`src/rtl/fetch_sequencer.sv`:
```
// Multi-cycle instruction fetch controller: owns the PC, runs the req/ack handshake
// with instruction memory and presents one instruction at a time to decode.
module fetch_sequencer #(
    parameter int unsigned      WIDTH    = 32,
    parameter logic [WIDTH-1:0] RESET_PC = 32'hBFC00000
) (
    input  logic             clk,
    input  logic             rst_n,
    output logic             mem_req,
    output logic [WIDTH-1:0] mem_addr,
    input  logic             mem_ack,
    input  logic [WIDTH-1:0] mem_rdata,
    output logic             instr_valid,
    output logic [WIDTH-1:0] instr,
    output logic [WIDTH-1:0] instr_pc,
    input  logic             stall,
    input  logic             redirect,
    input  logic [WIDTH-1:0] redirect_target,
    output logic [31:0]      retired_count
);

    typedef enum logic [1:0] {
        S_START,
        S_FETCH,
        S_FLUSH,
        S_HOLD
    } state_t;

    state_t           r_state;
    state_t           w_state_nxt;
    logic [WIDTH-1:0] r_pc;
    logic [WIDTH-1:0] w_pc_nxt;
    logic [WIDTH-1:0] r_addr;
    logic [WIDTH-1:0] r_instr;
    logic [WIDTH-1:0] w_instr_nxt;
    logic [WIDTH-1:0] r_instr_pc;
    logic [WIDTH-1:0] w_instr_pc_nxt;
    logic             r_valid;
    logic             w_valid_nxt;
    logic [31:0]      r_retired;
    logic [31:0]      w_retired_nxt;
    logic [WIDTH-1:0] w_target;

    assign w_target = redirect_target & ~WIDTH'(3);

    always_comb begin
        w_state_nxt    = r_state;
        w_pc_nxt       = r_pc;
        w_instr_nxt    = r_instr;
        w_instr_pc_nxt = r_instr_pc;
        w_valid_nxt    = r_valid;
        w_retired_nxt  = r_retired;
        unique case (r_state)
            S_START: begin
                w_state_nxt = S_FETCH;
                if (redirect) w_pc_nxt = w_target;
            end
            S_FETCH: begin
                if (redirect) begin
                    w_pc_nxt    = w_target;
                    // An ack in the redirect cycle closes the old request, so refetch at once.
                    w_state_nxt = mem_ack ? S_FETCH : S_FLUSH;
                end else if (mem_ack) begin
                    w_instr_nxt    = mem_rdata;
                    w_instr_pc_nxt = r_pc;
                    w_valid_nxt    = 1'b1;
                    w_state_nxt    = S_HOLD;
                end
            end
            S_FLUSH: begin
                if (redirect) w_pc_nxt = w_target;
                if (mem_ack) w_state_nxt = S_FETCH;
            end
            S_HOLD: begin
                if (!stall) w_retired_nxt = r_retired + 32'd1;
                if (redirect) begin
                    w_valid_nxt = 1'b0;
                    w_pc_nxt    = w_target;
                    w_state_nxt = S_FETCH;
                end else if (!stall) begin
                    w_valid_nxt = 1'b0;
                    w_pc_nxt    = r_pc + WIDTH'(4);
                    w_state_nxt = S_FETCH;
                end
            end
            default: w_state_nxt = S_START;
        endcase
    end

    always_ff @(posedge clk or negedge rst_n) begin
        if (!rst_n) begin
            r_state    <= S_START;
            r_pc       <= RESET_PC;
            r_addr     <= RESET_PC;
            r_instr    <= '0;
            r_instr_pc <= '0;
            r_valid    <= 1'b0;
            r_retired  <= '0;
        end else begin
            r_state    <= w_state_nxt;
            r_pc       <= w_pc_nxt;
            r_instr    <= w_instr_nxt;
            r_instr_pc <= w_instr_pc_nxt;
            r_valid    <= w_valid_nxt;
            r_retired  <= w_retired_nxt;
            // Address only moves when a fresh request starts; FLUSH keeps the squashed one.
            if (w_state_nxt == S_FETCH) r_addr <= w_pc_nxt;
        end
    end

    assign mem_req       = (r_state == S_FETCH) || (r_state == S_FLUSH);
    assign mem_addr      = r_addr;
    assign instr_valid   = r_valid;
    assign instr         = r_instr;
    assign instr_pc      = r_instr_pc;
    assign retired_count = r_retired;

endmodule

```
`config.mk`:
```
export PLATFORM = sky130hd
export DESIGN_NAME = fetch_sequencer
export DESIGN_NICKNAME = d
export VERILOG_FILES = /design/src/rtl/fetch_sequencer.sv
export SDC_FILE = /design/constraint.sdc
export NUM_CORES = 1
export LEC_CHECK = 0
export CELL_PAD_IN_SITES_DETAIL_PLACEMENT = 1
export CELL_PAD_IN_SITES_GLOBAL_PLACEMENT = 2
export CORE_MARGIN = 2
export CORE_UTILIZATION = 28
export DETAILED_ROUTE_END_ITERATION = 6
export MAX_ROUTING_LAYER = met4
export PLACE_DENSITY_LB_ADDON = 0.1
export SLEW_MARGIN = 20
export SYNTH_ARGS = -nofsm -noshare
export SYNTH_HDL_FRONTEND = slang
export SYNTH_SLANG_ARGS = --single-unit
```
`constraint.sdc`:
```
create_clock -name clk -period 2.1 [get_ports clk]
set_input_delay 0.42 -clock clk [delete_from_list [all_inputs] [get_ports clk]]
set_output_delay 0.42 -clock clk [all_outputs]
set_load 0.05 [all_outputs]
```
# Word-level counts from Yosys, hierarchy flattened
# Cells that the tools add are included.
[word_totals]
reg_bits = 163
wordCells = 41
in_bits = 69
output_inout_bits = 130
[op_classes]
add_sub_neg = 2
n_eq_ne = 7
bitwise = 2
muxes = 16
reduce_logical = 7
[ops]
columns = ["op", "count"]
rows = [
  ["2-to-1 mux 32 bit", 3],
  ["one-hot mux 32 bit (2 select lines)", 1],
  ["adder 32 x 1 -> 32 bit (second input constant)", 1],
  ["adder 32 x 3 -> 32 bit (second input constant)", 1],
  ["2-to-1 mux 2 bit", 6],
  ["one-hot mux 2 bit (4 select lines)", 1],
  ["== test 2 x 1 -> 1 bit (second input constant)", 2],
  ["== test 2 bit (second input constant)", 2],
  ["2-to-1 mux 1 bit", 4],
  ["inequality test 2 bit (second input constant)", 2],
  ["AND reduction 4 bit", 1],
  ["inequality test 3 bit (second input constant)", 1],
  ["AND reduction 3 bit", 1],
  ["OR reduction 3 bit", 1],
  ["logical NOT 2 bit", 1],
  ["inverter 1 bit", 2],
  ["one-hot mux 1 bit (2 select lines)", 1],
  ["AND reduction 2 bit", 1],
  ["nonzero test 2 bit", 1],
  ["logical OR 1 bit", 1],
]

# Longest topological paths before layout
[depth]
depth_word = 4
ltp_mapped = 8
ltp_nobuf = 7

# Worst setup path after synthesis
# No wires, ideal clock.
[synth_path]
kind = "reg2reg"
startpoint = "reg r_state[0]"
endpoint = "reg r_addr[20], in the netlist mem_addr[20]"
setup_slack_ps = 75
synth_period_minus_slack_ps = 2025
t_arrival_ps = 1897
required_time_ps = 1972
stages_incl_launch_ff = 7
setup_time_ps = 128
cell_sequence = "dfrtp_1 > ha_1 > or3b_4 > nor4_4 > nand4_1 > mux2i_1 > mux2_1"
[synth_via]
word_cells_on_any_way = 13
classes_between = "eq/ne (4); mux (7); reduce/logical (2)"
[synth_rtl]
columns = ["element", "line_no", "text"]
rows = [
  ["from (decl)", "29", "state_t r_state;"],
  ["from (signal assigned)", "100", "r_state <= w_state_nxt;"],
  ["== test 2 x 1 -> 1 bit, or another cell as far along", "53", "unique case (r_state)"],
  ["OR reduction 3 bit (no line)", "n/a", ""],
  ["one-hot mux 32 bit (2 select lines) (*)", "53", ""],
  ["net w_pc_nxt[20]", "32", "logic [WIDTH-1:0] w_pc_nxt;"],
  ["to (signal assigned)", "107", "if (w_state_nxt == S_FETCH) r_addr <= w_pc_nxt;"],
  ["to (decl)", "33", "logic [WIDTH-1:0] r_addr;"],
]
# The timed path passes the listed nets; every way through them passes the cells marked *.
# A chain may end at the register's enable or synchronous reset.

# Final worst setup path
[layout_path]
startpoint = "reg r_addr[30], in the netlist mem_addr[30]"
endpoint = "out mem_addr[30]"
[layout_rtl]
columns = ["element", "line_no", "text"]
rows = [
  ["to (decl)", "10", "output logic [WIDTH-1:0] mem_addr,"],
]
# No word-level cell between the ends.

==> results.cfg <==
[worst_hold_path]
hp-class = reg2reg
hp-start = retired_count[31]

[yosys]
syn_nets = 598
synth_edf_count = 0
synth_cell_types = 41
synthesis.area_um2 = 7005
syn_avg_cell_area_um2 = 13.42
ys_warn_count = 0
syn_inst = 522
yosys_most_used_dff = dfrtp_1
ys_seq_elements = 163
synth-seq-area-share_pct = 58.55
synthArstFlopShare_pct = 100.0

[floorplanning]
die_area_um2 = 26300
die_h_um = 162.2
rows = 57
io_pins = 199
fp.dieW_um = 162.2
core_um2 = 24460
initial_core_util_pct = 28.64

[cts]
clkLatencyLatePin_ns = 0.42
cts_buffer_depth = 2
cts-root-buf = clkbuf_16
cts_buffers = 17
cts_tree = yes
path_clk_slew_ns = 0.07
h-tree-depth = 4
cts.sinks = 163

[timing]
final_hold_viol_count = 0
fin_crit_ns = 2.047
skew_ns = 0.01140
slew_headroom_pct = 62.72
whs_ns = 0.4635
fin_crit_sh_pct = 97.48
clock.fmax_mhz = 488.5
slew_viol_final = 0
setup-tns-final_ns = 0
rsz0062_at_grt = yes
worstMarginPinSlew_ns = 0.5574
setup-violations-final = 0

[critical_path]
start_kind = flop
end_kind = output pin
cp.arrival_ns = 1.63
startpoint = mem_addr[30]
worstPathCellList = clkdlybuf4s50_1
path_buf_inv = 1
cp_slowest_cell = clkdlybuf4s50_1
r2r-start = r_state[1]
path_max_fanout = 2
crit_required_ns = 1.68
critPathKind = reg2out
cp_top_family = buffers and inverters
cp_slowest_stage_delay_ns = 0.83

[status]
outcome = completed

[grt]
grt-ovfl-total = 0
grt_start_max_net_pins = 51
antenna_found_initial = 0
grt.total_usage_pct = 15.93
first_global_vias = 5763
grt_pass1_wl_um = 31940

[drt]
drcViolationCount = 0
wirelength_um = 19900
dr.first_iter.drc_count = 147
vias = 5180
avgViaCountPerCell = 4.675
wl_per_cell_um = 17.96
drtPass1Iterations = 4
final_antenna_net_count = 0

[pwr]
power_switching_share_pct = 43.40
clkPwrFrac_pct = 18.8
p_sw_mw = 7.025
p_per_area_nw_per_um2 = 1548
p_leak_nw = 4.771
internal-power_mw = 9.161
seqPwrFrac_pct = 30.2
pwr-share-comb_pct = 50.9
irDropWorstVdd_mv = 0.7829

[finish]
multi_input_area_um2 = 2869
fin_util_pct = 42.74
antennaDiodeCount = 0
syn_to_final_growth_pct = 49.24
nNetsFinal = 848
ff_latch_area_um2 = 4101
fillers = 2589
drive_gt1_share_pct = 27.68

[placement]
gp_congestion = 0.7656
hpwlAfterDp_um = 14410
io_buffer_count = 196

[flow_run]
drv_cap = 0
-- area by class of cell --
cell class | instances | area share [%]
Clock buffer | 19 | 4.236
Clock inverter | 12 | 1.185
Inverter | 4 | 0.1436
Multi-Input combinational cell | 335 | 27.44
Sequential cell | 163 | 39.23
Tap cell | 324 | 3.877
Timing Repair Buffer | 251 | 23.89
-- cell usage after synthesis, drive strengths merged, types with 4 or more instances --
cell type / n / area, um^2
o21ai: 9 / 45.04
xnor2: 25 / 219.0
and4: 9 / 78.83
nor2: 10 / 45.04
a21oi: 7 / 35.03
dfrtp: 145 / 3628
a31oi: 6 / 37.54
and3: 12 / 75.07
xor2: 12 / 105.1
nand2: 24 / 90.09
mux2: 99 / 1115
nand3: 21 / 105.1
nor2b: 8 / 50.05
mux2i: 31 / 310.3
clkbuf: 4 / 15.01
ha: 7 / 87.58
buf: 16 / 81.33
nor3: 5 / 25.02
nand4: 27 / 168.9
dfstp: 18 / 473.0
inv: 4 / 15.01
-- power by group through the flow --
stage	clock network (mW)	logic, mW	registers, mW
floorplan	0	1.68	8.18
global placement	0	7.86	4.91
detailed placement	0	7.93	4.97
CTS	3.15	7.95	4.92
global route	3.29	8.61	5.06
finish	3.05	8.24	4.89
-- routing by layer --
| metal | share of wire (%) | GRT usage [%] | vias up |
|---|---|---|---|
| met5 | 0 | - | - |
| met3 | 3.7 | 2.886 | 16 |
| met4 | 1.4 | 5.109 | 0 |
| met2 | 49 | 25.98 | 140 |
| li1 | - | - | 2395 |
| met1 | 46 | 20.18 | 2629 |
-- cells by family after synthesis --
family / Yosys count / synth area share, %
XOR/XNOR: 37 / 4.626
buffers and inverters: 24 / 1.589
multiplexers: 130 / 20.34
AND/OR/NAND/NOR: 129 / 10.84
AO/OA/AOI/OAI: 32 / 2.804
flip-flops: 163 / 58.55
adder cells (fa/ha/maj): 7 / 1.250
-- layout by cell type, fill, tap and decap left out, drive strengths merged, types with 2 or more instances in the layout --
cell | Yosys | layout
clkinvlp | 0 | 4
dfstp | 18 | 18
xnor2 | 25 | 25
nor4 | 3 | 3
or3 | 2 | 2
mux2 | 99 | 99
nor3 | 5 | 5
o21ai | 9 | 9
dlymetal6s2s | 0 | 10
mux2i | 31 | 31
and2 | 2 | 2
nand3 | 21 | 21
a211oi | 3 | 3
clkbuf | 4 | 21
a31oi | 6 | 6
inv | 4 | 8
nand4 | 27 | 27
clkinv | 0 | 3
nand2 | 24 | 24
xor2 | 12 | 12
buf | 16 | 67
and4 | 9 | 9
dfrtp | 145 | 145
and3 | 12 | 12
ha | 7 | 7
nor2 | 10 | 10
a221oi | 3 | 3
dlygate4sd2 | 0 | 22
a21oi | 7 | 7
clkdlybuf4s50 | 0 | 149
or2 | 2 | 2
nor2b | 8 | 8
-- flip-flops by register name (all words and copies together) (netlist names) --
name	count
instr	32
retired_count	32
instr_valid	1
r_pc	32
mem_addr	32
r_state	2
instr_pc	32
-- repair_timing --
action	in CTS	in global routing
pin swaps	1	8
endpoints found under the setup margin	40	46
setup buffers	0	5
hold buffers	1	0
hold endpoints to repair	44	0
gates resized for setup	24	26
cloned	0	2
-- worst paths after layout --
check	end	slack, ns	cells past startpoint
min in group asynchronous	retired_count[7]	0.52	2
max in group asynchronous	mem_addr[29]	0.88	3
worst max register to register	mem_addr[9]	0.06	10
worst min register to register	retired_count[31]	0.46	1
worst min-delay path	retired_count[31]	0.46	1
worst max-delay path	mem_addr[30]	0.05	1
-- stage by stage --
stage	total power, mW	instance area (um^2)	setup slack, ns	cells
after global routing	16.95	10460	-0.03539	1108
after floorplan	9.863	7005	0.07545	522
final	16.19	10460	0.05284	1108
after global placement	12.77	9719	-0.3125	1069
after CTS	16.02	10280	0.002014	1101
after detailed placement	12.90	9719	-0.3260	1069
No activity file was read; power rests on OpenSTA's default activity.
